[src/rtl/audio_mixer_pkg.sv]
// audio_mixer_pkg: shared types and sizing helpers for the audio mixer.
// Exports mix_state_t, unity_gain() and acc_width().
package audio_mixer_pkg;

  typedef enum logic [1:0] {
    IDLE,
    ACCUM,
    DRAIN,
    SAT
  } mix_state_t;

  function automatic int unity_gain(input int gw);
    return 1 << (gw - 1);
  endfunction

  // Wide enough that N full-scale products never overflow.
  function automatic int acc_width(
    input int iw,
    input int gw,
    input int n
  );
    return iw + gw + $clog2(n + 1);
  endfunction

endpackage

[src/rtl/audio_mixer_if.sv]
// audio_mixer_if: sample/gain/mute inputs and mix/status outputs.
// master drives strobe, samples, gains and mutes; slave is the mixer.
interface audio_mixer_if #(
  parameter int NUM_CHANNELS = 4,
  parameter int IN_WIDTH     = 16,
  parameter int GAIN_WIDTH   = 8,
  parameter int OUT_WIDTH    = 16
);

  logic                             sample_strobe_i;
  logic [NUM_CHANNELS*IN_WIDTH-1:0] ch_data_i;
  logic [NUM_CHANNELS*GAIN_WIDTH-1:0] ch_gain_i;
  logic [NUM_CHANNELS-1:0]          ch_mute_i;
  logic                             master_mute_i;
  logic                             clip_clear_i;
  logic [OUT_WIDTH-1:0]             mix_o;
  logic                             mix_valid_o;
  logic                             busy_o;
  logic                             clip_o;
  logic                             overrun_o;

  modport master (
    output sample_strobe_i,
    output ch_data_i,
    output ch_gain_i,
    output ch_mute_i,
    output master_mute_i,
    output clip_clear_i,
    input  mix_o,
    input  mix_valid_o,
    input  busy_o,
    input  clip_o,
    input  overrun_o
  );

  modport slave (
    input  sample_strobe_i,
    input  ch_data_i,
    input  ch_gain_i,
    input  ch_mute_i,
    input  master_mute_i,
    input  clip_clear_i,
    output mix_o,
    output mix_valid_o,
    output busy_o,
    output clip_o,
    output overrun_o
  );

endinterface

[src/rtl/audio_mac.sv]
// audio_mac: registered multiply feeding an accumulator one cycle later.
// Ports: clk, rst_n, clr (zero all), en (multiply a*b), a, b, acc.
module audio_mac #(
  parameter int IN_W   = 16,
  parameter int GAIN_W = 8,
  parameter int ACC_W  = 27
) (
  input  logic              clk,
  input  logic              rst_n,
  input  logic              clr,
  input  logic              en,
  input  logic [IN_W-1:0]   a,
  input  logic [GAIN_W-1:0] b,
  output logic [ACC_W-1:0]  acc
);

  localparam int PW = IN_W + GAIN_W;

  logic [PW-1:0] prod;
  logic          prod_vld;

  always_ff @(posedge clk or negedge rst_n) begin
    if (!rst_n) begin
      prod     <= '0;
      prod_vld <= 1'b0;
      acc      <= '0;
    end else if (clr) begin
      prod     <= '0;
      prod_vld <= 1'b0;
      acc      <= '0;
    end else begin
      prod_vld <= en;
      if (en)
        prod <= PW'(a) * PW'(b);
      if (prod_vld)
        acc <= acc + ACC_W'(prod);
    end
  end

endmodule

[src/rtl/audio_mixer.sv]
// audio_mixer: N-channel gain/mute mixer, one MAC per clock, saturating.
// Ports: clk_logic, device_reset_n (async, low), bus (audio_mixer_if.slave).
module audio_mixer
  import audio_mixer_pkg::*;
#(
  parameter int NUM_CHANNELS = 4,
  parameter int IN_WIDTH     = 16,
  parameter int GAIN_WIDTH   = 8,
  parameter int OUT_WIDTH    = 16
) (
  input logic          clk_logic,
  input logic          device_reset_n,
  audio_mixer_if.slave bus
);

  localparam int AW =
    acc_width(IN_WIDTH, GAIN_WIDTH, NUM_CHANNELS);
  localparam int XW =
    (NUM_CHANNELS > 1) ? $clog2(NUM_CHANNELS) : 1;
  localparam int SH = OUT_WIDTH - IN_WIDTH;
  localparam int FULL = (2 ** IN_WIDTH) - 1;

  generate
    if (OUT_WIDTH < IN_WIDTH) begin : g_width_chk
      $error("audio_mixer: OUT_WIDTH must be >= IN_WIDTH");
    end
  endgenerate

  mix_state_t state;
  mix_state_t state_nx;

  logic [NUM_CHANNELS*IN_WIDTH-1:0]   data_q;
  logic [NUM_CHANNELS*GAIN_WIDTH-1:0] gain_q;
  logic [NUM_CHANNELS-1:0]            mute_q;
  logic                               mmute_q;
  logic [XW-1:0]                      idx;

  logic                  start;
  logic                  last;
  logic                  busy;
  logic                  clr;
  logic                  mul_en;
  logic [IN_WIDTH-1:0]   a;
  logic [GAIN_WIDTH-1:0] b;
  logic [AW-1:0]         acc;
  logic [AW-1:0]         s;
  logic                  over;
  logic [OUT_WIDTH-1:0]  sat_val;

  assign start = bus.sample_strobe_i && (state == IDLE);
  assign last  = (idx == XW'(NUM_CHANNELS - 1));

  always_ff @(posedge clk_logic or negedge device_reset_n) begin
    if (!device_reset_n)
      state <= IDLE;
    else
      state <= state_nx;
  end

  always_comb begin
    state_nx = state;
    unique case (state)
      IDLE:  if (bus.sample_strobe_i) state_nx = ACCUM;
      ACCUM: if (last) state_nx = DRAIN;
      DRAIN: state_nx = SAT;
      SAT:   state_nx = IDLE;
    endcase
  end

  always_comb begin
    busy   = (state != IDLE);
    clr    = start;
    mul_en = (state == ACCUM);
  end

  assign bus.busy_o = busy;

  // Muted channels still take their slot; they just multiply by 0.
  assign a = data_q[idx*IN_WIDTH +: IN_WIDTH];
  assign b = mute_q[idx] ? '0 : gain_q[idx*GAIN_WIDTH +: GAIN_WIDTH];

  audio_mac #(
    .IN_W   (IN_WIDTH),
    .GAIN_W (GAIN_WIDTH),
    .ACC_W  (AW)
  ) u_mac (
    .clk   (clk_logic),
    .rst_n (device_reset_n),
    .clr   (clr),
    .en    (mul_en),
    .a     (a),
    .b     (b),
    .acc   (acc)
  );

  // Drop the gain fraction bits; result is left-aligned to OUT_WIDTH.
  assign s       = acc >> (GAIN_WIDTH - 1);
  assign over    = (s > AW'(FULL));
  assign sat_val = OUT_WIDTH'(s[IN_WIDTH-1:0]) << SH;

  always_ff @(posedge clk_logic or negedge device_reset_n) begin
    if (!device_reset_n) begin
      data_q  <= '0;
      gain_q  <= '0;
      mute_q  <= '0;
      mmute_q <= 1'b0;
      idx     <= '0;
    end else if (start) begin
      data_q  <= bus.ch_data_i;
      gain_q  <= bus.ch_gain_i;
      mute_q  <= bus.ch_mute_i;
      mmute_q <= bus.master_mute_i;
      idx     <= '0;
    end else if (mul_en && !last) begin
      idx <= idx + 1'b1;
    end
  end

  always_ff @(posedge clk_logic or negedge device_reset_n) begin
    if (!device_reset_n) begin
      bus.mix_o       <= '0;
      bus.mix_valid_o <= 1'b0;
      bus.clip_o      <= 1'b0;
      bus.overrun_o   <= 1'b0;
    end else begin
      bus.mix_valid_o <= (state == SAT);
      if (state == SAT) begin
        unique case (1'b1)
          mmute_q:          bus.mix_o <= '0;
          !mmute_q && over: bus.mix_o <= '1;
          default:          bus.mix_o <= sat_val;
        endcase
      end
      // A new clip beats a simultaneous clear.
      if (state == SAT && !mmute_q && over)
        bus.clip_o <= 1'b1;
      else if (bus.clip_clear_i)
        bus.clip_o <= 1'b0;
      if (bus.sample_strobe_i && busy)
        bus.overrun_o <= 1'b1;
    end
  end

endmodule

[src/flat_wrapper.sv]
// flat-port wrapper written by rule: the top's interface ports become plain ports
module audio_mixer_flat import audio_mixer_pkg::*;
#(
  parameter int NUM_CHANNELS = 4,
  parameter int IN_WIDTH     = 16,
  parameter int GAIN_WIDTH   = 8,
  parameter int OUT_WIDTH    = 16
)
  (clk_logic, device_reset_n, bus_sample_strobe_i, bus_ch_data_i, bus_ch_gain_i, bus_ch_mute_i, bus_master_mute_i, bus_clip_clear_i, bus_mix_o, bus_mix_valid_o, bus_busy_o, bus_clip_o, bus_overrun_o);
  audio_mixer_if #(.NUM_CHANNELS(NUM_CHANNELS), .IN_WIDTH(IN_WIDTH), .GAIN_WIDTH(GAIN_WIDTH), .OUT_WIDTH(OUT_WIDTH)) bus_i ();
  input logic clk_logic;
  input logic device_reset_n;
  input wire logic [$bits(bus_i.sample_strobe_i)-1:0] bus_sample_strobe_i;
  input wire logic [$bits(bus_i.ch_data_i)-1:0] bus_ch_data_i;
  input wire logic [$bits(bus_i.ch_gain_i)-1:0] bus_ch_gain_i;
  input wire logic [$bits(bus_i.ch_mute_i)-1:0] bus_ch_mute_i;
  input wire logic [$bits(bus_i.master_mute_i)-1:0] bus_master_mute_i;
  input wire logic [$bits(bus_i.clip_clear_i)-1:0] bus_clip_clear_i;
  output wire logic [$bits(bus_i.mix_o)-1:0] bus_mix_o;
  output wire logic [$bits(bus_i.mix_valid_o)-1:0] bus_mix_valid_o;
  output wire logic [$bits(bus_i.busy_o)-1:0] bus_busy_o;
  output wire logic [$bits(bus_i.clip_o)-1:0] bus_clip_o;
  output wire logic [$bits(bus_i.overrun_o)-1:0] bus_overrun_o;
  assign bus_i.sample_strobe_i = bus_sample_strobe_i;
  assign bus_i.ch_data_i = bus_ch_data_i;
  assign bus_i.ch_gain_i = bus_ch_gain_i;
  assign bus_i.ch_mute_i = bus_ch_mute_i;
  assign bus_i.master_mute_i = bus_master_mute_i;
  assign bus_i.clip_clear_i = bus_clip_clear_i;
  assign bus_mix_o = bus_i.mix_o;
  assign bus_mix_valid_o = bus_i.mix_valid_o;
  assign bus_busy_o = bus_i.busy_o;
  assign bus_clip_o = bus_i.clip_o;
  assign bus_overrun_o = bus_i.overrun_o;
  audio_mixer #(.NUM_CHANNELS(NUM_CHANNELS), .IN_WIDTH(IN_WIDTH), .GAIN_WIDTH(GAIN_WIDTH), .OUT_WIDTH(OUT_WIDTH)) u_core (.clk_logic(clk_logic), .device_reset_n(device_reset_n), .bus(bus_i));
endmodule
[config.mk]
export PLATFORM = sky130hd
export DESIGN_NAME = audio_mixer_flat
export DESIGN_NICKNAME = d
export VERILOG_FILES = /design/src/rtl/audio_mixer_pkg.sv /design/src/rtl/audio_mixer_if.sv /design/src/rtl/audio_mac.sv /design/src/rtl/audio_mixer.sv /design/src/flat_wrapper.sv
export SDC_FILE = /design/constraint.sdc
export NUM_CORES = 1
export LEC_CHECK = 0
export BUFFER_PORTS_ARGS = -buffer_cell sky130_fd_sc_hd__buf_2
export CORE_MARGIN = 2
export CORE_UTILIZATION = 54
export CTS_BUF_LIST = sky130_fd_sc_hd__clkbuf_8
export CTS_CLUSTER_DIAMETER = 120
export DETAILED_ROUTE_END_ITERATION = 6
export PLACE_DENSITY = 0.78
export SYNTH_ARGS = -nofsm -noshare
export SYNTH_HDL_FRONTEND = slang
export SYNTH_SLANG_ARGS = --single-unit
[constraint.sdc]
create_clock -name clk_logic -period 12.8 [get_ports clk_logic]
set_clock_uncertainty 0.05 [all_clocks]
set_input_delay 0 -clock clk_logic [delete_from_list [all_inputs] [get_ports clk_logic]]
set_output_delay 0 -clock clk_logic [all_outputs]
set_load 0.03 [all_outputs]
# --- Word-level counts from Yosys, hierarchy flattened ---
# Cells that the tools add are included.
totals:
  regBits: 176
  inputBits: 105
  out_inout_bits: 20
  elab_cells: 57
op_classes:
  n_addsub: 2
  n_mul: 1
  magnitude_cmp: 2
  n_eq_ne: 6
  shifts: 2
  muxes: 16
  reduce_logical: 15
ops:
  columns: ["cell", "count"]
  rows:
  - ["64-bit by 7-bit indexed part select with 16-bit output", 1]
  - ["27-bit 2-to-1 mux", 2]
  - ["24-bit 2-to-1 mux", 2]
  - ["16-bit one-hot mux with 2 select lines", 1]
  - ["32-bit by 6-bit indexed part select with 8-bit output", 1]
  - ["27-bit by 24-bit adder with 27-bit output", 1]
  - ["16-bit by 8-bit multiplier with 24-bit output", 1]
  - ["20-bit by 16-bit > comparator with 1-bit output, second input constant", 1]
  - ["2-bit nonzero test", 5]
  - ["2-bit 2-to-1 mux", 4]
  - ["8-bit 2-to-1 mux", 1]
  - ["2-bit one-hot mux with 4 select lines", 1]
  - ["2-bit equality test, second input constant", 3]
  - ["1-bit logical AND", 6]
  - ["1-bit 2-to-1 mux", 4]
  - ["2-bit by 3-bit < comparator with 1-bit output, second input constant", 1]
  - ["2-bit by 1-bit adder with 2-bit output, second input constant", 1]
  - ["1-bit binary-select mux with 2-bit select", 1]
  - ["2-bit by 1-bit equality test with 1-bit output, second input constant", 1]
  - ["1-bit logical NOT", 2]
  - ["2-bit logical NOT", 1]
  - ["2-bit by 1-bit inequality test with 1-bit output, second input constant", 1]
  - ["2-bit inequality test, second input constant", 1]
  - ["2-bit AND reduction", 1]

# --- Logic depth before layout (Yosys ltp) ---
logic_depth:
  depth_word: 6
  ltp_mapped: 25
  depth_no_buf: 21

# --- Cells and area by module ---
# From an unflattened synthesis, not the netlist that was laid out.
unflattened:
  hier_cells: 1194
  area_unflattened_um2: 13115.1
modules_own_cells:
  columns: ["mod", "n_inst", "cells_each", "area_each_um2", "seq_area_each_um2"]
  rows:
  - ["audio_mac", 1, 840, 7533.5, 1301.2]
  - ["audio_mixer", 1, 354, 5581.6, 3103.0]

# --- Least setup slack after synthesis ---
# Ideal clock, no wire load.
synth_timing:
  path_kind: "register -> register"
  start: "register u_core.idx[0]"
  end: "register u_core.u_mac.prod[21]"
  setup_ns: 0.082
  t_arrival_ns: 6.054
  t_required_ns: 12.668
  path_slack_ns: 6.614
  path_stages_with_launch: 24
  n_path_buf: 4
  period_less_slack_ns: 6.186
  cell_sequence: "dfrtp_1 -> buf_2 -> buf_2 -> buf_2 -> buf_2 -> mux2i_1 -> nand2_1 -> o21ai_1 -> nor2_1 -> fa_1 -> fa_1 -> fa_1 -> inv_1 -> fa_1 -> inv_1 -> ha_1 -> a21oi_1 -> nor2_1 -> a211oi_1 -> o31ai_2 -> a221o_1 -> o311ai_1 -> mux2_1 -> o22ai_1"
synth_via:
  elab_chain_cells: 6
  word_cells_on_any_way: 8
  classes_between: "mul (1); shift (2); mux (5)"
synth_rtl:
  columns: ["item", "line_no", "text"]
  rows:
  - ["start, declared", "audio_mixer.sv:36", "logic [XW-1:0] idx;"]
  - ["start signal, assigned", "audio_mixer.sv:115", "idx <= idx + 1'b1;"]
  - ["branches (longest 3 deep; another with 32-bit by 6-bit indexed part select with 8-bit output)", null, null]
  - ["16-bit by 8-bit multiplier with 24-bit output (*)", "audio_mac.sv:34", "prod <= PW'(a) * PW'(b);"]
  - ["24-bit 2-to-1 mux (*)", "audio_mac.sv:33", "if (en)"]
  - ["24-bit 2-to-1 mux (*)", "audio_mac.sv:27", "end else if (clr) begin"]
  - ["end signal, assigned", "audio_mac.sv:34", null]
  - ["end, declared", "audio_mac.sv:19", "logic [PW-1:0] prod;"]
# Mark *: on every way between the ends. The select of a mux whose other input is x is not followed.
# A chain may end at the register's enable or synchronous reset.

# --- Worst setup path in the final report ---
# Same ends and word-level chain as after synthesis.

==> results.sh <==
export IMPL_design_die_area_sq_um=24800
export IMPL_setup_violations=0
export IMPL_tightest_slew_ps=1060
export IMPL_rsz0062_at_grt="false"
export IMPL_io_pins=125
export IMPL_ys_flop_type="dfrtp_1"
export IMPL_final_common_cell="nand2_1"
export IMPL_cp_max_fo=43
export IMPL_grt_ovfl_total=0
export IMPL_synth_xor_area_share=0.0275
export IMPL_dieWidth_um=158
export IMPL_routabilityCongestion=0.948
export IMPL_first_global_vias=11000
export IMPL_start_kind="flop"
export IMPL_drtIter0Drc=690
export IMPL_synthMuxAreaShare=0.0609
export IMPL_diodes=0
export IMPL_dr_pass1_iters=5
export IMPL_grt_pass1_wl_mm=53.6
export IMPL_timing_max_cap_violations=0
export IMPL_register_area_sq_um=4410
export IMPL_wire_per_inst_um=16.0
export IMPL_synth_area_sq_um=12700
export IMPL_core_area_sq_um=23300
export IMPL_clk_path_buf_depth=2
export IMPL_multi_input_area_sq_um=7540
export IMPL_clockRootBuffer="clkbuf_8"
export IMPL_finalMaxSlewViolations=0
export IMPL_syn_nets=1718
export IMPL_pre_cts_slack_ps=5760
export IMPL_cts_tree="yes"
export IMPL_rows=56
export IMPL_drc=0
export IMPL_clk_latency_ps=490
export IMPL_portBuffers=124
export IMPL_finalCriticalPeriod_ps=7050
export IMPL_crit_required_ps=13140
export IMPL_arrival_ps=7390
export IMPL_path_clk_slew_ps=110
export IMPL_synth_distinct_cells=59
export IMPL_ant_nets=0
export IMPL_cp_slowest_cell="mux4_2"
export IMPL_worst_path_buf_inv=4
export IMPL_async_reset_ff_frac=1.00
export IMPL_syn_to_final_growth_pct=17.6
export IMPL_synth_simple_area_share=0.196
export IMPL_period_share=0.551
export IMPL_slowest_delay_ps=690
export IMPL_fmax_ghz=0.142
export IMPL_rr_endpoint="u_core.u_mac.prod[21]$_DFFE_PN0P_"
export IMPL_ff2ff_setup_slack_ps=5750
export IMPL_hold_path_class="primary input to asynchronous set/reset pin"
export IMPL_r2r_start="u_core.idx[0]$_DFFE_PN0P_"
export IMPL_setup_slack_ps=5750
export IMPL_cts_sinks=176
export IMPL_yosysSeqAreaShare=0.346
export IMPL_setup_tns_ps=0
export IMPL_most_common_layout_cells="nand2_1, dfrtp_1, nor2_1"
export IMPL_critPathTopFamily="adder cells"
export IMPL_cts_made_buffers=17
export IMPL_critPathMostFrequentCell="fa_1"
export IMPL_synth_compound_area_frac=0.100
export IMPL_synth_area_leader_cell="dfrtp_1"
export IMPL_synth_edf_count=0
export IMPL_n_fill_cell=1835
export IMPL_hold_violations=0
export IMPL_grt_max_degree=105
export IMPL_synth_top_family_by_area="adder cells"
export IMPL_ys_seq_elements=176
export IMPL_slew_headroom=0.292
export IMPL_status="finished clean"
export IMPL_path_cells="buf_4 > mux4_2 > nand2b_1 > or2_2 > fa_1 > fa_1 > inv_1 > fa_1 > inv_1 > fa_1 > inv_1 > ha_1 > o21ai_0 > o21bai_1 > a21oi_2 > o31ai_2 > a221o_1 > o311ai_1 > mux2_1 > o22ai_1"
export IMPL_layout_nets=1909
export IMPL_crit_type="flop to flop"
export IMPL_dr_total_vias=10700
export IMPL_track_usage=0.272
export IMPL_die_y_um=158
export IMPL_synth_top_cell_area_share=0.346
export IMPL_endpoint_kind="flop"
export IMPL_synth_fa_ha_area_frac=0.206
export IMPL_yosysWarnings=0
export IMPL_drive_gt1_frac=0.125
export IMPL_post_dp_hpwl_mm=20.8
export IMPL_netlist_top_cells_area="dfrtp_1, fa_1, nand2_1, ha_1, nor2_1"
export IMPL_ctsHoldBuffers=105
export IMPL_initial_utilization=0.545
export IMPL_cts_setup_buffers=0
export IMPL_syn_area_per_cell_sq_um=8.75
export IMPL_totalWireLength_mm=31.6
export IMPL_r2r_cells=20
export IMPL_fin_hold_ws_ps=105
export IMPL_antenna_found_initial=0
export IMPL_viasPerCell=5.39
export IMPL_cts_resized=0
export IMPL_syn_inst=1454
export IMPL_h_tree_depth=4
[through the flow]
stage,utilization,cells,area (sq um)
3_3_place_gp,0.580,1840,13500
4_1_cts,0.641,1977,15000
5_1_grt,0.641,1977,15000
2_1_floorplan,-,1454,12700
6_report,0.641,1977,15000
3_5_place_dp,0.580,1840,13500
[worst reg2reg max path, cell delays in order (launching register included)]
cell	delay (ps)
dfrtp_2	360
buf_4	520
mux4_2	720
nand2b_1	490
or2_2	450
fa_1	460
fa_1	550
inv_1	60
fa_1	520
inv_1	50
fa_1	520
inv_1	40
ha_1	330
o21ai_0	120
o21bai_1	110
a21oi_2	230
o31ai_2	130
a221o_1	440
o311ai_1	300
mux2_1	360
o22ai_1	140
[metal layers]
layer  track usage  up-vias  routed length, um
met3        0.0496       56               1870
met2         0.455      348              15700
met4        0.0896        0                688
met1         0.361     5203              13400
li1              -     5056                  -
met5             0        -                  0
[cells in the mapped netlist (all sizes together), types with 15 or more instances]
cell type  count
nand2        365
mux2i         38
inv          133
fa            85
a21oi         53
dfrtp        176
a21o          23
o21ai         84
ha            74
xnor2         28
clkbuf        52
a211oi        17
nor2         164
nand2b        15
[final cells by class]
type	count	share of cell area
well taps	319	0.0267
inverters	133	0.0334
repair buffers	236	0.116
clock inverters	14	0.00961
flip-flops and latches	176	0.294
multi-input cells	1081	0.504
clock buffers	18	0.0166
[how the worst max path moves through the flow]
stage | cells after the start | from | endpoint
detailed placement | 20 | u_core.idx[0]$_DFFE_PN0P_ | u_core.u_mac.prod[21]$_DFFE_PN0P_
finish | 20 | u_core.idx[0]$_DFFE_PN0P_ | u_core.u_mac.prod[21]$_DFFE_PN0P_
global route | 20 | u_core.idx[0]$_DFFE_PN0P_ | u_core.u_mac.prod[21]$_DFFE_PN0P_
floorplan | 23 | u_core.idx[0]$_DFFE_PN0P_ | u_core.u_mac.prod[21]$_DFFE_PN0P_
global placement | 20 | u_core.idx[0]$_DFFE_PN0P_ | u_core.u_mac.prod[21]$_DFFE_PN0P_
CTS | 20 | u_core.idx[0]$_DFFE_PN0P_ | u_core.u_mac.prod[21]$_DFFE_PN0P_
[cell families (layout without fill, tap and decap cells)]
group / count (synthesis) / after routing
and+or+nand+nor: 610 / 610
muxes: 61 / 61
buffers and inverters: 197 / 401
xor gates and xnor gates: 40 / 40
DFF: 176 / 176
AOI/OAI and AO/OA: 211 / 211
adders and majority gates: 159 / 159
[sequential cells by signal (all words and copies together), names as in the netlist]
| name | flops |
|---|---|
| u_core.bus.clip_o | 1 |
| u_core.bus.mix_o | 16 |
| u_core.bus.mix_valid_o | 1 |
| u_core.bus.overrun_o | 1 |
| u_core.data_q | 64 |
| u_core.gain_q | 32 |
| u_core.idx | 2 |
| u_core.mmute_q | 1 |
| u_core.mute_q | 4 |
| u_core.state | 2 |
| u_core.u_mac.acc | 27 |
| u_core.u_mac.prod | 24 |
| u_core.u_mac.prod_vld | 1 |
Power is not shown: default switching activity piles up to over one toggle a cycle in this logic, so the estimate is an artifact.
